===== config.mk =====
export PLATFORM = sky130hd
export DESIGN_NAME = tmr_resp_distributor
export DESIGN_NICKNAME = d
export VERILOG_FILES = /design/src/rtl/tmr_resp_distributor.sv
export SDC_FILE = /design/constraint.sdc
export NUM_CORES = 1
export LEC_CHECK = 0
export ABC_AREA = 1
export CORE_AREA = 4 4 111 113
export CTS_CLUSTER_SIZE = 28
export DETAILED_ROUTE_END_ITERATION = 12
export DIE_AREA = 0 0 115 117
export PLACE_DENSITY = 0.72
export SLEW_MARGIN = 10
export SYNTH_ARGS = -nofsm -noshare
export SYNTH_HDL_FRONTEND = slang
export SYNTH_SLANG_ARGS = --single-unit

===== constraint.sdc =====
create_clock -name clk_i -period 2.37 [get_ports clk_i]
set_input_delay 0.5925 -clock clk_i [delete_from_list [all_inputs] [get_ports clk_i]]
set_output_delay 0.5925 -clock clk_i [all_outputs]
set_load 0.02 [all_outputs]

===== src/rtl/tmr_resp_distributor.sv =====
// Return path of the TMR lockstep bus: fans the OBI response out to all harts,
// tracks outstanding transactions and runs the isolate/drain/resync recovery FSM.
package tmr_resp_pkg;
  typedef struct packed {
    logic        req;
    logic        we;
    logic [3:0]  be;
    logic [31:0] addr;
    logic [31:0] wdata;
  } obi_req_t;

  typedef struct packed {
    logic        gnt;
    logic        rvalid;
    logic [31:0] rdata;
  } obi_resp_t;

  typedef enum logic [1:0] {
    RUN         = 2'd0,
    DRAIN       = 2'd1,
    WAIT_RESYNC = 2'd2,
    HALT        = 2'd3
  } state_e;
endpackage

module tmr_resp_distributor
  import tmr_resp_pkg::*;
#(
  parameter int NHARTS          = 3,
  parameter int MAX_OUTSTANDING = 2,
  localparam int CW             = $clog2(MAX_OUTSTANDING + 1)
) (
  input  logic                         clk_i,
  input  logic                         rst_ni,
  input  logic                         enable_i,
  input  obi_req_t                     voted_req_i,
  output obi_req_t                     bus_req_o,
  input  obi_resp_t                    bus_resp_i,
  output obi_resp_t [NHARTS-1:0]       core_resp_o,
  input  logic                         error_i,
  input  logic [NHARTS-1:0]            error_id_i,
  output logic                         resync_req_o,
  input  logic                         resync_done_i,
  output logic [NHARTS-1:0]            hart_mask_o,
  output logic [CW-1:0]                outstanding_o,
  output logic [1:0]                   state_o,
  output logic                         unrecoverable_o,
  output logic                         proto_err_o
);

  localparam logic [CW-1:0] MAX_CNT = CW'(MAX_OUTSTANDING);

  state_e             state_q, state_d;
  logic [NHARTS-1:0]  mask_q, mask_d;
  logic [CW-1:0]      cnt_q, cnt_d;
  logic               unrec_q, unrec_d;
  logic               proto_q, proto_d;
  logic [NHARTS-1:0]  rvalid_q, rvalid_d;
  logic [31:0]        rdata_q, rdata_d;

  logic req_gate;
  logic inc;
  logic accept;

  // The request only reaches the bus in RUN, out of reset and with tracker room.
  assign req_gate = voted_req_i.req & rst_ni & (state_q == RUN) & (cnt_q < MAX_CNT);
  assign inc      = req_gate & bus_resp_i.gnt;
  assign accept   = bus_resp_i.rvalid & (cnt_q != '0);

  always_comb begin
    bus_req_o     = voted_req_i;
    bus_req_o.req = req_gate;
    core_resp_o   = '0;
    for (int i = 0; i < NHARTS; i++) begin
      core_resp_o[i].gnt    = bus_resp_i.gnt & req_gate & mask_q[i];
      core_resp_o[i].rvalid = rvalid_q[i];
      core_resp_o[i].rdata  = rdata_q;
    end
  end

  always_comb begin
    state_d  = state_q;
    mask_d   = mask_q;
    cnt_d    = cnt_q;
    unrec_d  = unrec_q;
    proto_d  = proto_q;
    rvalid_d = '0;
    rdata_d  = rdata_q;

    if (inc && !accept) begin
      cnt_d = cnt_q + CW'(1);
    end else if (!inc && accept) begin
      cnt_d = cnt_q - CW'(1);
    end

    // A response arriving with nothing outstanding is dropped and flagged.
    if (bus_resp_i.rvalid && !accept) begin
      proto_d = 1'b1;
    end
    if (accept) begin
      rdata_d  = bus_resp_i.rdata;
      rvalid_d = mask_q;
    end

    unique case (state_q)
      RUN: begin
        if (enable_i && error_i) begin
          if ($onehot(error_id_i)) begin
            mask_d  = ~error_id_i;
            state_d = DRAIN;
          end else if (error_id_i != '0) begin
            unrec_d = 1'b1;
            state_d = HALT;
          end
        end
      end
      DRAIN: begin
        // A second hart disagreeing while draining means majority is lost.
        if (enable_i && error_i && ((error_id_i & mask_q) != '0)) begin
          unrec_d = 1'b1;
          state_d = HALT;
        end else if (cnt_q == '0) begin
          state_d = WAIT_RESYNC;
        end
      end
      WAIT_RESYNC: begin
        if (resync_done_i) begin
          mask_d  = '1;
          state_d = RUN;
        end
      end
      HALT: begin
      end
      default: begin
      end
    endcase
  end

  always_ff @(posedge clk_i) begin
    if (!rst_ni) begin
      state_q  <= RUN;
      mask_q   <= '1;
      cnt_q    <= '0;
      unrec_q  <= 1'b0;
      proto_q  <= 1'b0;
      rvalid_q <= '0;
      rdata_q  <= '0;
    end else begin
      state_q  <= state_d;
      mask_q   <= mask_d;
      cnt_q    <= cnt_d;
      unrec_q  <= unrec_d;
      proto_q  <= proto_d;
      rvalid_q <= rvalid_d;
      rdata_q  <= rdata_d;
    end
  end

  assign resync_req_o    = (state_q == WAIT_RESYNC);
  assign hart_mask_o     = mask_q;
  assign outstanding_o   = cnt_q;
  assign state_o         = state_q;
  assign unrecoverable_o = unrec_q;
  assign proto_err_o     = proto_q;

endmodule


==> impl_metrics.py, run 1 <==
metrics = {
    "worst_setup_path": {
        "critPathSlowestCell": "clkdlybuf4s50_1",
        "end_kind": "output pin",
        "r2r_slack_ns": 0.56,
        "crit_fanout": 4,
        "r2r-start": "state_o[1]$_SDFFE_PN0P_",
        "r2r-end": "outstanding_o[1]$_SDFFE_PN0P_",
        "worstPathArrival_ns": 1.64,
        "start_kind": "primary input",
        "r2r_cells": 11,
        "crit_cells": 6,
        "cpPeakStageDelay_ns": 0.45,
        "required_ns": 1.78,
        "path_class": "primary input to output pin",
        "path_cells": "clkdlybuf4s50_1 > nand3_1 > nor2_2 > nand2_2 > nor2_1 > buf_2",
        "worstSetupStartpoint": "voted_req_i[69]",
        "timing.critical_path.buf_inv": 2,
        "crit_family": "buffers and inverters",
    },
    "power_and_ir_drop": {
        "p_total_w": 0.00450,
        "power_density_mw_per_mm2": 1210,
        "leakagePower_nw": 1.47,
        "peakVddDrop_v": 0.000479,
    },
    "synth": {
        "synth.area.top_cells": "buf_4 (36%), dfxtp_1 (31%), nor2_1 (9.1%)",
        "yosys_warnings": 0,
        "ys_seq_area_share_pct": 30.9,
        "syn_area_sq_mm": 0.00285,
        "synth_area_per_cell_sq_um": 7.75,
        "synth_top_area_share_pct": 35.6,
        "synth_cell_types": 28,
        "synth_cells": 368,
        "synth_top_area_cell": "buf_4",
        "synth.net_count": 486,
        "yosys_register_bits": 44,
    },
    "worst_hold_path": {
        "min_path_cells": 2,
        "min_path_type": "flop to flop",
        "hold_end": "unrecoverable_o$_SDFFE_PN0P_",
        "hold_start": "unrecoverable_o$_SDFFE_PN0P_",
    },
    "clocking": {
        "clockBufferDepth": 2,
        "clock_sinks": 44,
        "clk_pin_slew_worst_paths_ns": 0.06,
        "cts_inserted_buffers": 5,
        "clock-root-buffer": "clkbuf_16",
        "cts_tree": "built",
        "h-tree-depth": 2,
        "insertion_delay_ns": 0.28,
        "cts_hold_buf": 0,
    },
    "route": {
        "wl_met2_mm": 4.46,
        "routedWlPerCell_microns": 16.1,
        "antenna_left": 0,
        "top_layer_used": "met4",
        "dr_wl_met3_mm": 1.24,
        "wirelength_mm": 8.66,
        "wl_met1_mm": 2.63,
        "drt_first_iter_violations": 86,
        "vias_per_cell": 4.18,
        "first_pass_iters": 4,
        "drc_errors": 0,
        "via_count": 2245,
    },
    "finish": {
        "mostFrequentLayoutCells": "clkdlybuf4s50_1 (149), nor2_1 (68), dfxtp_1 (44), o21ai_0 (30), nand2_1 (18)",
        "fin_nets": 511,
        "antenna_cells": 0,
        "layout-drive-gt1-share_pct": 9.64,
        "layout_commonest_cell": "clkdlybuf4s50_1",
        "fin_util_pct": 32.8,
        "syn_to_final_growth_pct": 30.2,
        "ff_latch_area_sq_um": 881,
        "fin_area_sq_mm": 0.00371,
        "n_fill_cell": 1191,
        "multi_input_area_sq_um": 803,
    },
    "global_routing": {
        "grt_first_pass_wirelength_mm": 12.1,
        "globalRouteTotalUtil_pct": 11.8,
        "grt_overflow": 0,
        "grt_pass1_vias": 2106,
        "grt_max_degree": 39,
        "antenna_found_initial": 0,
    },
    "floorplan": {
        "die-area_sq_mm": 0.0135,
        "dieHeight_microns": 117,
        "start_util_pct": 25.2,
        "core_sq_mm": 0.0113,
        "ios": 294,
        "die_w_microns": 115,
        "core.rowCount": 39,
    },
    "timing": {
        "drv_slew": 0,
        "maxSlewHeadroom_pct": 75.0,
        "final_hold_viol_count": 0,
        "holdWs_ns": 0.467,
        "tightest_slew_ns": 0.374,
        "fin_skew_ns": 0.00721,
        "fmax_mhz": 447,
        "fin_crit_sh_pct": 94.4,
        "grt_setup_unrepaired": "no",
        "finalSetupViolations": 0,
        "period_needed_ns": 2.24,
    },
    "placement": {
        "post-dp-hpwl_mm": 7.16,
        "portBuffers": 155,
        "place.gp.congestion": 0.795,
        "place_area_sq_mm": 0.00353,
    },
    "outcome": {
        "outcome": "finished clean",
    },
    "run": {
        "drv_cap": 0,
    },
}
==> cell usage after synthesis <==
cell      instances
buf_4           135
xor2_1            2
fa_1              1
nor2_1           69
a21oi_1           3
dfxtp_1          44
o211ai_1          3
nor2_2           11
clkbuf_8          1
o21ai_0          30
nand2_2           1
nand3b_1          1
buf_6             3
buf_2             1
nand2_4           1
nand3_1           5
clkbuf_1          2
ha_1              5
nand2_1          19
inv_6             1
inv_2             2
clkbuf_2          1
o22ai_1           1
o21ai_1           8
buf_12            1
a31oi_1           1
o21ai_2           1
inv_1            15
==> sequential cells by signal, indices dropped and copies added (netlist names) <==
signal and flops:
outstanding_o 2, proto_err_o 1, rdata_q 32, unrecoverable_o 1, hart_mask_o 3, rvalid_q 3, state_o 2
==> worst max path at each step <==
stage	end	slack, ns
after floorplan	core_resp_o[101]	0.46
after global placement	core_resp_o[33]	-0.53
after detailed placement	core_resp_o[101]	-0.52
after CTS	resync_req_o	0.05
after global routing	core_resp_o[33]	0.02
final	core_resp_o[33]	0.13
==> kinds of logic (layout without fill, tap and decap cells) <==
| kind of cell | count (synthesis) | after routing | synth area share (%) |
|---|---|---|---|
| flip-flops | 44 | 44 | 30.9 |
| XOR/XNOR | 2 | 2 | 0.615 |
| adder cells (fa/ha/maj) | 6 | 6 | 2.90 |
| AO/OA/AOI/OAI | 47 | 47 | 8.74 |
| AND/OR/NAND/NOR | 107 | 107 | 15.8 |
| buffers and inverters | 162 | 188 | 41.1 |
==> report_power, final <==
part / leakage (nW) / switching (W) / internal (W) / total, W
Sequential: 0.360 / 0.000202 / 0.000954 / 0.00116
Clock: 0.0901 / 0.000272 / 0.000555 / 0.000827
Combinational: 1.02 / 0.00134 / 0.00117 / 0.00252
==> metrics by stage <==
step / setup TNS (ns) / setup slack (ns) / cells
2_1_floorplan: 0 / 0.464 / 368
3_3_place_gp: -1.44 / -0.526 / 529
3_5_place_dp: -1.59 / -0.523 / 529
4_1_cts: 0 / 0.0526 / 537
5_1_grt: 0 / 0.0249 / 537
6_report: 0 / 0.134 / 537
==> cell type report <==
cell class              instances  area share [%]
flip-flops and latches         44            23.7
multi-input cells             162            21.6
well taps                     143            4.82
clock buffers                   7            4.11
repair buffers                162            42.9
clock inverters                 1           0.809
inverters                      18            1.95
==> per-layer routing <==
layer  vias up  global-route usage [%]
met5         -                       0
met4         0                    5.95
met3        31                    5.40
met2       153                    22.3
met1      1002                    10.6
li1       1059                       -
==> worst min-delay path, cell delays in order, from the launching register on <==
cell     delay (ns)
dfxtp_1        0.32
inv_1          0.05
a21oi_1        0.05
==> timing repair <==
action | in CTS | in global routing
gates cloned | 0 | 0
endpoints found under the setup margin | 4 | 1
buffers inserted | 0 | 0
gates resized for setup | 14 | 1
Power figures use the tool's default switching activity.
==> run 2, diff against run 1 <==
SKIP_LAST_GASP = 1   (was unset)
SLEW_MARGIN = 0   (was 10)
==> results of run 2 <==
Same layout as run 1: the final DEF is identical, and so are final timing and power.
